### src/rtl/fpga_board_pkg.sv
// Shared constants and types for the FPGA board-layer input conditioning.
package fpga_board_pkg;

  localparam int DEFAULT_PRESCALE       = 50000;
  localparam int DEFAULT_STABLE_SAMPLES = 20;

  typedef enum logic {
    ST_STABLE  = 1'b0,
    ST_PENDING = 1'b1
  } db_state_e;

  // Bits needed to hold values 0..n-1, never less than one bit.
  function automatic int cnt_width(input int n);
    return (n < 2) ? 1 : $clog2(n);
  endfunction

endpackage

### src/rtl/gpio_debounce_ch.sv
// One debounce channel: 2-FF synchroniser, tick-qualified stable counter,
// debounced level and registered rise/fall pulses.
module gpio_debounce_ch
  import fpga_board_pkg::*;
#(
  parameter int   STABLE_SAMPLES = DEFAULT_STABLE_SAMPLES,
  parameter logic RESET_BIT      = 1'b0
) (
  input  logic ref_clk,
  input  logic pad_reset,
  input  logic tick,
  input  logic raw,
  output logic db,
  output logic rise,
  output logic fall
);

  localparam int           CW       = cnt_width(STABLE_SAMPLES + 1);
  localparam logic [CW-1:0] CNT_LAST = CW'(STABLE_SAMPLES - 1);

  logic          s1, s2;
  logic [CW-1:0] cnt, cnt_nxt;
  logic          db_nxt, rise_nxt, fall_nxt;
  db_state_e     state;

  always_ff @(posedge ref_clk) begin
    if (pad_reset) begin
      s1   <= RESET_BIT;
      s2   <= RESET_BIT;
      db   <= RESET_BIT;
      cnt  <= '0;
      rise <= 1'b0;
      fall <= 1'b0;
    end else begin
      s1   <= raw;
      s2   <= s1;
      db   <= db_nxt;
      cnt  <= cnt_nxt;
      rise <= rise_nxt;
      fall <= fall_nxt;
    end
  end

  // Any cycle where the synchronised input agrees with db restarts qualification.
  always_comb begin
    state    = (s2 != db) ? ST_PENDING : ST_STABLE;
    cnt_nxt  = cnt;
    db_nxt   = db;
    rise_nxt = 1'b0;
    fall_nxt = 1'b0;
    case (state)
      ST_STABLE: cnt_nxt = '0;
      ST_PENDING: begin
        if (tick) begin
          if (cnt == CNT_LAST) begin
            db_nxt   = s2;
            cnt_nxt  = '0;
            rise_nxt = s2;
            fall_nxt = ~s2;
          end else begin
            cnt_nxt = cnt + 1'b1;
          end
        end
      end
      default: cnt_nxt = '0;
    endcase
  end

endmodule

### src/rtl/fpga_gpio_debouncer.sv
// Board switch/button conditioner: shared sample-tick prescaler feeding
// NUM_CH independent debounce channels.
module fpga_gpio_debouncer
  import fpga_board_pkg::*;
#(
  parameter int                NUM_CH         = 12,
  parameter int                PRESCALE       = DEFAULT_PRESCALE,
  parameter int                STABLE_SAMPLES = DEFAULT_STABLE_SAMPLES,
  parameter logic [NUM_CH-1:0] RESET_VAL      = '0
) (
  input  logic              ref_clk,
  input  logic              pad_reset,
  input  logic [NUM_CH-1:0] gpio_raw_i,
  output logic [NUM_CH-1:0] gpio_db_o,
  output logic [NUM_CH-1:0] rise_o,
  output logic [NUM_CH-1:0] fall_o,
  output logic              tick_o
);

  localparam int            PW     = cnt_width(PRESCALE);
  localparam logic [PW-1:0] P_LAST = PW'(PRESCALE - 1);

  logic [PW-1:0] cnt_p, cnt_p_nxt;

  always_comb cnt_p_nxt = (cnt_p == P_LAST) ? '0 : cnt_p + 1'b1;

  // tick_o is registered from the next count so it is high while cnt_p == PRESCALE-1.
  always_ff @(posedge ref_clk) begin
    if (pad_reset) begin
      cnt_p  <= '0;
      tick_o <= 1'b0;
    end else begin
      cnt_p  <= cnt_p_nxt;
      tick_o <= (cnt_p_nxt == P_LAST);
    end
  end

  for (genvar g = 0; g < NUM_CH; g++) begin : g_ch
    gpio_debounce_ch #(
      .STABLE_SAMPLES (STABLE_SAMPLES),
      .RESET_BIT      (RESET_VAL[g])
    ) u_ch (
      .ref_clk   (ref_clk),
      .pad_reset (pad_reset),
      .tick      (tick_o),
      .raw       (gpio_raw_i[g]),
      .db        (gpio_db_o[g]),
      .rise      (rise_o[g]),
      .fall      (fall_o[g])
    );
  end

endmodule

### config.mk
export PLATFORM = sky130hd
export DESIGN_NAME = fpga_gpio_debouncer
export DESIGN_NICKNAME = d
export VERILOG_FILES = /design/src/rtl/fpga_board_pkg.sv /design/src/rtl/gpio_debounce_ch.sv /design/src/rtl/fpga_gpio_debouncer.sv
export SDC_FILE = /design/constraint.sdc
export NUM_CORES = 1
export LEC_CHECK = 0
export ABC_AREA = 1
export BUFFER_PORTS_ARGS = -buffer_cell sky130_fd_sc_hd__buf_4
export CORE_MARGIN = 1.5
export CORE_UTILIZATION = 65
export DETAILED_ROUTE_END_ITERATION = 12
export PLACE_DENSITY = 0.85
export SLEW_MARGIN = 20
export SYNTH_ARGS = -nofsm -noshare
export SYNTH_HDL_FRONTEND = slang
export SYNTH_HIERARCHICAL = 1
export SYNTH_SLANG_ARGS = --single-unit
### constraint.sdc
create_clock -name ref_clk -period 5.45 [get_ports ref_clk]
set_input_delay 0.8175 -clock ref_clk [delete_from_list [all_inputs] [get_ports ref_clk]]
set_output_delay 0.8175 -clock ref_clk [all_outputs]
set_load 0.05 [all_outputs]
* After elaboration in Yosys (flattened, before gate mapping)
Index checks and enable logic that the tools add are counted.
** Cells by class
- Add/sub/neg operators :: 13
- Equality and inequality tests :: 38
- Mux-type cells :: 49
- Bitwise gates (word level) :: 37
- Reduce and logical (&&, ||, !) cells :: 24
** Operator list (number)
- $mux W5 :: 24
- $pmux W5 S2 :: 12
- $add A5 B1 Y5 const B :: 12
- $eq A5 B5 Y1 const B :: 12
- $reduce_or A4 Y1 :: 12
- $not A1 Y1 :: 37
- $reduce_and A3 Y1 :: 12
- $eq A16 B16 Y1 const B :: 2
- $ne A2 B2 Y1 const B :: 12
- $add A16 B1 Y16 const B :: 1
- $mux W16 :: 1
- $mux W1 :: 12
- $ne A1 B1 Y1 :: 12
** Word-level totals
- Flip-flop bits (word level) :: 137
- Input bits :: 14
- Output and inout bits :: 37
- Word-level logic and storage cells :: 235

* Longest topological paths before layout
Gate-level depths: netlist of run 1.
- Depth after elaboration :: 4
- Mapped depth :: 12
- Depth with buffers taken out :: 12

* Modules after synthesis
Netlist of run 1, hierarchy kept.
** Modules (own cells, without submodules)
- gpio_debounce_ch at g_ch[0].u_ch ... :: instances 11, cells each 64, area an instance 491.7 um^2, sequential area each 200.2 um^2
- fpga_gpio_debouncer :: instances 1, cells each 168, area an instance 1033.5 um^2, sequential area each 340.3 um^2
- gpio_debounce_ch at g_ch[7].u_ch :: instances 1, cells each 64, area an instance 447.9 um^2, sequential area each 200.2 um^2

* Least setup slack after synthesis of run 1
OpenSTA, ideal clock, no wires.
- Kind :: flip-flop to output port
- Start point :: register tick_o
- End point :: output tick_o
- Arrival :: 2038 ps
- Required time :: 4633 ps
- Slack :: 2594 ps
- Cell stages (with the launch flop) :: 1
- Buffers on the path :: 0
- Cell sequence :: dfxtp_1
** RTL lines
- start: declaration :: RTL line fpga_gpio_debouncer.sv:17 : output logic tick_o
- start signal: assignment :: RTL line fpga_gpio_debouncer.sv:34 : tick_o <= (cnt_p_nxt == P_LAST);
No word-level cell between the ends.

* Worst setup path in the final report of run 1
- Start point :: register tick_o
- End point :: output tick_o
No word-level cell between the ends.

==> results of run 1 <==
stage by stage:
step                utilization  hold WS, ps
finish                    0.761          402
global route              0.761          423
CTS                       0.761          402
detailed placement        0.708          394
global placement          0.708          389
floorplan                     -          388
power breakdown:
part / switching, mW / total (mW) / internal [mW]
logic: 0.0396 / 0.0603 / 0.0207
registers: 0.00744 / 1.02 / 1.01
clock network: 0.399 / 1.03 / 0.629
total: 0.446 / 2.11 / 1.66
final cells by class:
class | count | area, um2
multi-input combinational | 641 | 3460
sequential | 137 | 2740
fill | 746 | 2460
inverter | 145 | 547
clock buffer | 26 | 508
timing repair buffer | 52 | 390
tap | 136 | 170
clock inverter | 6 | 37.5
kinds of logic (layout without fill, tap and decap cells):
logic type	after synthesis	in the layout	share of synthesized area
compound gates	75	75	0.0617
xor+xnor	4	4	0.00508
buf+inv	158	229	0.0995
flops	137	137	0.398
fa+ha+maj	13	13	0.0236
simple gates	549	549	0.412
layout by cell type, fill, tap and decap left out, drive strengths merged:
cell type,Yosys,layout
a21oi,48,48
buf,12,52
clkbuf,1,26
clkinv,0,3
clkinvlp,0,3
dfxtp,137,137
ha,13,13
inv,145,145
nand2,301,301
nand3,62,62
nand4,40,40
nor2,129,129
nor3,16,16
nor4,1,1
o21ai,25,25
o21bai,1,1
o31ai,1,1
xor2,4,4
flip-flops by register name, indices dropped and copies added, names as in the netlist:
| signal | cells |
|---|---|
| g_ch.u_ch/s1 | 12 |
| g_ch.u_ch/cnt | 60 |
| tick_o | 1 |
| g_ch.u_ch/rise | 12 |
| cnt_p | 16 |
| g_ch.u_ch/db | 12 |
| g_ch.u_ch/s2 | 12 |
| g_ch.u_ch/fall | 12 |
per-layer routing:
| layer | share of wire | global-route usage | vias up | wire length [um] |
|---|---|---|---|---|
| li1 | - | - | 3073 | - |
| met3 | 0.043 | 0.0576 | 14 | 561 |
| met5 | 0 | 0 | - | 0 |
| met2 | 0.50 | 0.426 | 142 | 6460 |
| met4 | 0.010 | 0.0985 | 0 | 136 |
| met1 | 0.45 | 0.289 | 2643 | 5820 |
path summary, 6_finish.rpt:
| check | endpoint | slack, ps | cells past startpoint |
|---|---|---|---|
| min reg2reg | g_ch[4].u_ch/s2 | 400 | 2 |
| min | g_ch[4].u_ch/s2 | 400 | 2 |
| max reg2reg | g_ch[7].u_ch/cnt[2] | 3530 | 5 |
| max | tick_o | 3250 | 1 |
==> flow_summary.ini, run 1 <==
[timing]
setup_ws_ps = 3250
setup_violations = 0
clock.fmax_mhz = 454
final.setup_skew_ps = 6.98
fin_crit_sh = 0.404
fin_crit_ps = 2200
tns_ps = 0
rsz0062_at_grt = false
slew_headroom = 0.533
tightest_slew_ps = 701
final-hold-violation-count = 0
maxSlewViolCount = 0

[placement]
numPortBuffers = 50
placed_cell_area_um2 = 7310
dp_worst_setup_slack_ps = 3110
dp_hpwl_um = 8730
place_inst = 1111
globalplace.congestion = 0.863

[setup_path]
cp.required_ps = 4630
crit_start = tick_o
critPathTopFamily = flip-flops
cp_num_buf_inv = 1
cp-end-kind = output pin
cp-start-kind = flip-flop
crit_type = reg -> out
rr_startpoint = tick_o
crit_arrival_ps = 1390
crit_chain = buf_4
slowest_delay_ps = 590
crit_slowest_cell = dfxtp_2
cp_max_fo = 11

[synth]
synth-async-reset-ratio = 0
ys_seq_area_frac = 0.398
synthFlopType = dfxtp_1
yosysUniqueCellTypes = 27
postSynthAreaPerCell_um2 = 7.36
synth-edff-count = 0
ys_ff_latch = 137
syn-instance-count = 936
synth_area_leader_cell = dfxtp_1
synth_fp_nets = 963
synth_top_area_frac = 0.398
yosys-top-cells-area = dfxtp_1 (40%), nand2_1 (14%), nor2_4 (5.7%), inv_1 (5.4%), nor2_1 (4.9%)
yosysWarnings = 6
synthTopCellsByCount = nand2_1 (262), dfxtp_1 (137), inv_1 (99)
syn_area_um2 = 6890
yosysMostFrequentCell = nand2_1

[layout]
fin_area_um2 = 7860
drive_gt1_frac = 0.230
n_antenna_cell = 0
final_cells = 1143
area_growth_syn_to_layout_pct = 14.1
finalNetCount = 1021

[drt]
postRouteAntennaNets = 0
dr.pass1.iters = 5
drc_errors = 0
drt_iter0_drc = 401
routedWlPerCell_um = 11.4
num_vias = 5872
vias_per_cell = 5.14
routed_wl_um = 13000

[power]
p_per_area_nw_per_um2 = 268
power_mw = 2.11
peakVddDrop_mv = 0.177
leakage_nw = 3.34

[worst_hold_path]
hold_path_class = reg -> reg
min-delay-start = g_ch[4].u_ch/s1

[clock_network]
cts-resized-gates = 0
cts_hold_buffers = 0
h-tree-depth = 4
clkTransAtPathRegs_ps = 60
clk_latency_ps = 520
cts_made_buffers = 17
root_buffer = clkbuf_8
clock_sinks = 137
post_cts_buffers = 0
cts_tree = yes
clockBufferDepth = 2

[floorplanning]
num_rows = 37
ios = 51
die_x_um = 106
start_util = 0.667
die_h_um = 106
dieArea_um2 = 11200
coreArea_um2 = 10300

[global_route]
grt_pass1_wl_um = 22500
antenna_found_initial = 0
grt_pass1_vias = 5468
overflow = 0
grt.total_usage = 0.244
grt_max_degree = 68

[job]
drv_cap = 0

[run_status]
status = finished clean
No activity file was read; power rests on OpenSTA's default activity.
==> run 2: changes to the inputs <==
Settings changed: CORE_UTILIZATION 65 to 55, PLACE_DENSITY 0.85 to 0.77.
Clock period 5.45 ns to 1.8 ns, I/O delays scaled along.
==> flow_summary.ini, run 2 (synthesis gave the netlist of run 1 again) <==
[floorplanning]
coreArea_um2 = 12100
die_x_um = 115
ios = 51
start_util = 0.569
dieArea_um2 = 13200
die_h_um = 115
num_rows = 40

[clock_network]
post_cts_buffers = 0
clock_sinks = 137
clkTransAtPathRegs_ps = 60
cts_made_buffers = 17
cts_hold_buffers = 0
clk_latency_ps = 420
clockBufferDepth = 2
root_buffer = clkbuf_16
h-tree-depth = 4
cts-resized-gates = 0
cts_tree = yes

[global_route]
grt_pass1_vias = 5135
grt_pass1_wl_um = 21700
grt_max_degree = 39
overflow = 0
antenna_found_initial = 0
grt.total_usage = 0.203

[layout]
finalNetCount = 1025
reg.largest.list = g_ch.u_ch/cnt (60), cnt_p (16)
fin_area_um2 = 7910
area_growth_syn_to_layout_pct = 14.9
final_common_cell = nand2_1
n_antenna_cell = 0
regMostFlops = g_ch.u_ch/cnt
nFillCells = 1057
largest_reg_flops = 60
drive_gt1_frac = 0.230
most-common-layout-cells = nand2_1 (262), dfxtp_1 (136), inv_1 (99)

[drt]
drc_errors = 0
dr.pass1.iters = 5
drt_iter0_drc = 316
routedWlPerCell_um = 10.6
num_vias = 5710
vias_per_cell = 4.86
routed_wl_um = 12500
postRouteAntennaNets = 0

[worst_hold_path]
hold_path_class = in -> reg
hold_end = g_ch[9].u_ch/s1
min_path_cells = 3
min-delay-start = gpio_raw_i[9]

[setup_path]
regToRegEndpoint = tick_o
crit_arrival_ps = 1920
crit_type = reg -> reg
cp-end-kind = flip-flop
crit_chain = ha_1, nand3_2, inv_4, nand2_1, nor2_1, nor2_1, nand3_1, nor2_1, nand2_1, nor2_2
cp_max_fo = 8
cp.required_ps = 2110
critPathTopFamily = simple AND/OR/NAND/NOR gates
crit_slowest_cell = dfxtp_1
r2r_cells = 10
cp-start-kind = flip-flop
cpMostUsedCell = nor2_1
cp_num_buf_inv = 1
slowest_delay_ps = 390
rr_startpoint = cnt_p[0]
crit_start = cnt_p[0]
r2r_slack_ps = 190

[run_status]
status = finished clean

[timing]
setup_violations = 0
maxSlewViolCount = 0
final.setup_skew_ps = 7.94
final-hold-violation-count = 0
slew_headroom = 0.704
fin_hold_ws_ps = 46.5
rsz0062_at_grt = false
tns_ps = 0
tightest_slew_ps = 441
setup_ws_ps = 195
fin_crit_ps = 1610
clock.fmax_mhz = 623
fin_crit_sh = 0.892

[placement]
dp_worst_setup_slack_ps = 258
placed_cell_area_um2 = 7400
numPortBuffers = 50
globalplace.congestion = 0.931
dp_hpwl_um = 9000

[job]
drv_cap = 0

[power]
p_per_area_nw_per_um2 = 797
leakage_nw = 3.36
peakVddDrop_mv = 0.576
power_mw = 6.31
## run 2: worst max-delay path by stage
stage,to,slack (ps),depth (start not counted)
CTS,tick_o,230,12
global placement,tick_o,300,10
global route,tick_o,40,11
detailed placement,tick_o,260,10
finish,tick_o,190,10
floorplan,g_ch[7].u_ch/cnt[1],330,4
## run 2: power by group
part	internal, mW	switching (mW)	total, mW
registers	3.07	0.0220	3.09
logic	0.0659	0.122	0.188
clock network	1.87	1.16	3.03
## run 2: routing by layer
metal / up-vias / wire (um) / track usage
met1: 2559 / 6040 / 0.248
met4: 0 / 134 / 0.0807
met3: 7 / 398 / 0.0569
li1: 3066 / - / -
met5: - / 0 / 0
met2: 78 / 5930 / 0.339
## run 2: tightest hold or removal path: stages
cell    delay, ps
buf_4          80
inv_1          30
nor2_1         60
## run 2: layout make-up
type,count,area (um2),share of cell area
Clock buffer,25,495,0.0626
Clock inverter,4,20.0,0.00253
Inverter,145,547,0.0691
Multi-Input combinational cell,641,3460,0.437
Sequential cell,137,2750,0.347
Tap cell,168,210,0.0266
Timing Repair Buffer,56,433,0.0547
## run 2: stage by stage
step | utilization | instances
after floorplan | - | 936
after global placement | 0.611 | 1147
after detailed placement | 0.611 | 1147
after CTS | 0.653 | 1176
after global routing | 0.653 | 1176
final | 0.653 | 1176
==> run 3: changes to the inputs <==
==> constraint.sdc (replaced) <==
create_clock -name ref_clk -period 1.8 [get_ports ref_clk]
set_input_delay 0.45 -clock ref_clk [delete_from_list [all_inputs] [get_ports ref_clk]]
set_output_delay 0.45 -clock ref_clk [all_outputs]
set_load 0.05 [all_outputs]
==> flow_summary.ini, run 3 (synthesis gave the netlist of run 1 again) <==
[layout]
most-common-layout-cells = nand2_1 (262), dfxtp_1 (136), inv_1 (99)
final_common_cell = nand2_1
drive_gt1_frac = 0.237
multi_input_area_um2 = 3460
nFillCells = 1038
area_growth_syn_to_layout_pct = 16.0
regMostFlops = g_ch.u_ch/cnt
n_antenna_cell = 0
finalNetCount = 1028
register_area_um2 = 2750
fin_area_um2 = 7990
reg.largest.list = g_ch.u_ch/cnt (60), cnt_p (16)
largest_reg_flops = 60

[setup_path]
critPathTopFamily = flip-flops
crit_type = reg -> out
cp_num_buf_inv = 1
cp-start-kind = flip-flop
crit_slowest_cell = dfxtp_4
crit_arrival_ps = 1250
cp_max_fo = 17
cp-end-kind = output pin
cp.required_ps = 1350
slowest_delay_ps = 550
crit_chain = buf_4

[power]
p_int_mw = 5.20
p_clk_frac = 0.500
comb_power_share = 0.030
leakage_nw = 3.40
p_switching_mw = 1.37
p_per_area_nw_per_um2 = 822
peakVddDrop_mv = 0.588
sequentialPowerShare = 0.470
swShare = 0.208

[floorplanning]
dieArea_um2 = 13200
die_h_um = 115
die_x_um = 115
start_util = 0.569
num_rows = 40
ios = 51
coreArea_um2 = 12100

[clock_network]
clockBufferDepth = 2
cts-resized-gates = 0
clk_latency_ps = 420
cts_hold_buffers = 0
clkTransAtPathRegs_ps = 60
cts_made_buffers = 17
cts_tree = yes
root_buffer = clkbuf_16
clock_sinks = 137
h-tree-depth = 4
post_cts_buffers = 0

[timing]
rsz0062_at_grt = false
final.setup_skew_ps = 10.6
setup_violations = 0
final-hold-violation-count = 0
slew_headroom = 0.712
maxSlewViolCount = 0
tns_ps = 0
fin_crit_ps = 1700
fin_crit_sh = 0.945
tightest_slew_ps = 429
clock.fmax_mhz = 588

[drt]
routed_wl_um = 12700
routedWlPerCell_um = 10.7
drc_errors = 0
num_vias = 5745
drt_iter0_drc = 369
postRouteAntennaNets = 0
vias_per_cell = 4.86
dr.pass1.iters = 5

[placement]
numPortBuffers = 50
dp_hpwl_um = 8870
globalplace.congestion = 0.942
placed_cell_area_um2 = 7420

[global_route]
grt.total_usage = 0.205
grt_pass1_vias = 5159
antenna_found_initial = 0
grt_pass1_wl_um = 21900
grt_max_degree = 53
overflow = 0

[worst_hold_path]
hold_path_class = in -> reg

[job]
drv_cap = 0

[run_status]
status = finished clean
run 3: cell types whose count changed in the layout (fill, tap and decap cells not counted), sizes merged:
cell / delta
buf: +3
clkinv: +2
bufinv: +1
clkbuf: -1
clkinvlp: +1
run 3: worst paths after layout:
kind                         from              end  slack (ps)  cells past startpoint
hold reg to reg   g_ch[9].u_ch/s1  g_ch[9].u_ch/s2         400                      2
hold / removal      gpio_raw_i[8]  g_ch[8].u_ch/s1         220                      3
setup reg to reg         cnt_p[0]           tick_o         250                     11
setup / recovery           tick_o           tick_o         100                      1
run 3: layout make-up:
type                    count  share of cell area
well taps                 168              0.0263
clock buffers              24              0.0628
flip-flops and latches    137               0.344
inverters                 145              0.0684
repair buffers             59              0.0570
multi-input cells         641               0.433
clock inverters             8             0.00846
run 3: per-stage QoR:
stage,hold slack (ps),worst slack [ps],instances,power [mW],util
finish,223,98.8,1182,6.57,0.660
global route,234,61.4,1182,6.81,0.660
CTS,214,79.9,1182,6.64,0.660
detailed placement,396,267,1150,3.35,0.613
global placement,390,313,1150,3.35,0.613
floorplan,388,328,936,3.26,-
run 3: worst register-to-register path, delay by kind of cell (launching register included):
| family | cells | cell delay, ps |
|---|---|---|
| AND/OR/NAND/NOR | 9 | 750 |
| buffers and inverters | 1 | 130 |
| adder cells (fa/ha/maj) | 1 | 230 |
| flip-flops | 1 | 380 |
run 3: power groups by stage:
stage               clock [mW]  sequential, mW  combinational, mW
floorplan                    0            3.15              0.110
global placement             0            3.15              0.198
detailed placement           0            3.15              0.197
CTS                       3.35            3.09              0.199
global route              3.50            3.09              0.225
finish                    3.28            3.09              0.197
run 3: per-layer routing:
metal | part of all wire | GRT usage | up-vias
li1 | - | - | 3071
met1 | 0.46 | 0.241 | 2555
met2 | 0.48 | 0.353 | 102
met3 | 0.045 | 0.0590 | 17
met4 | 0.015 | 0.0798 | 0
met5 | 0 | 0 | -
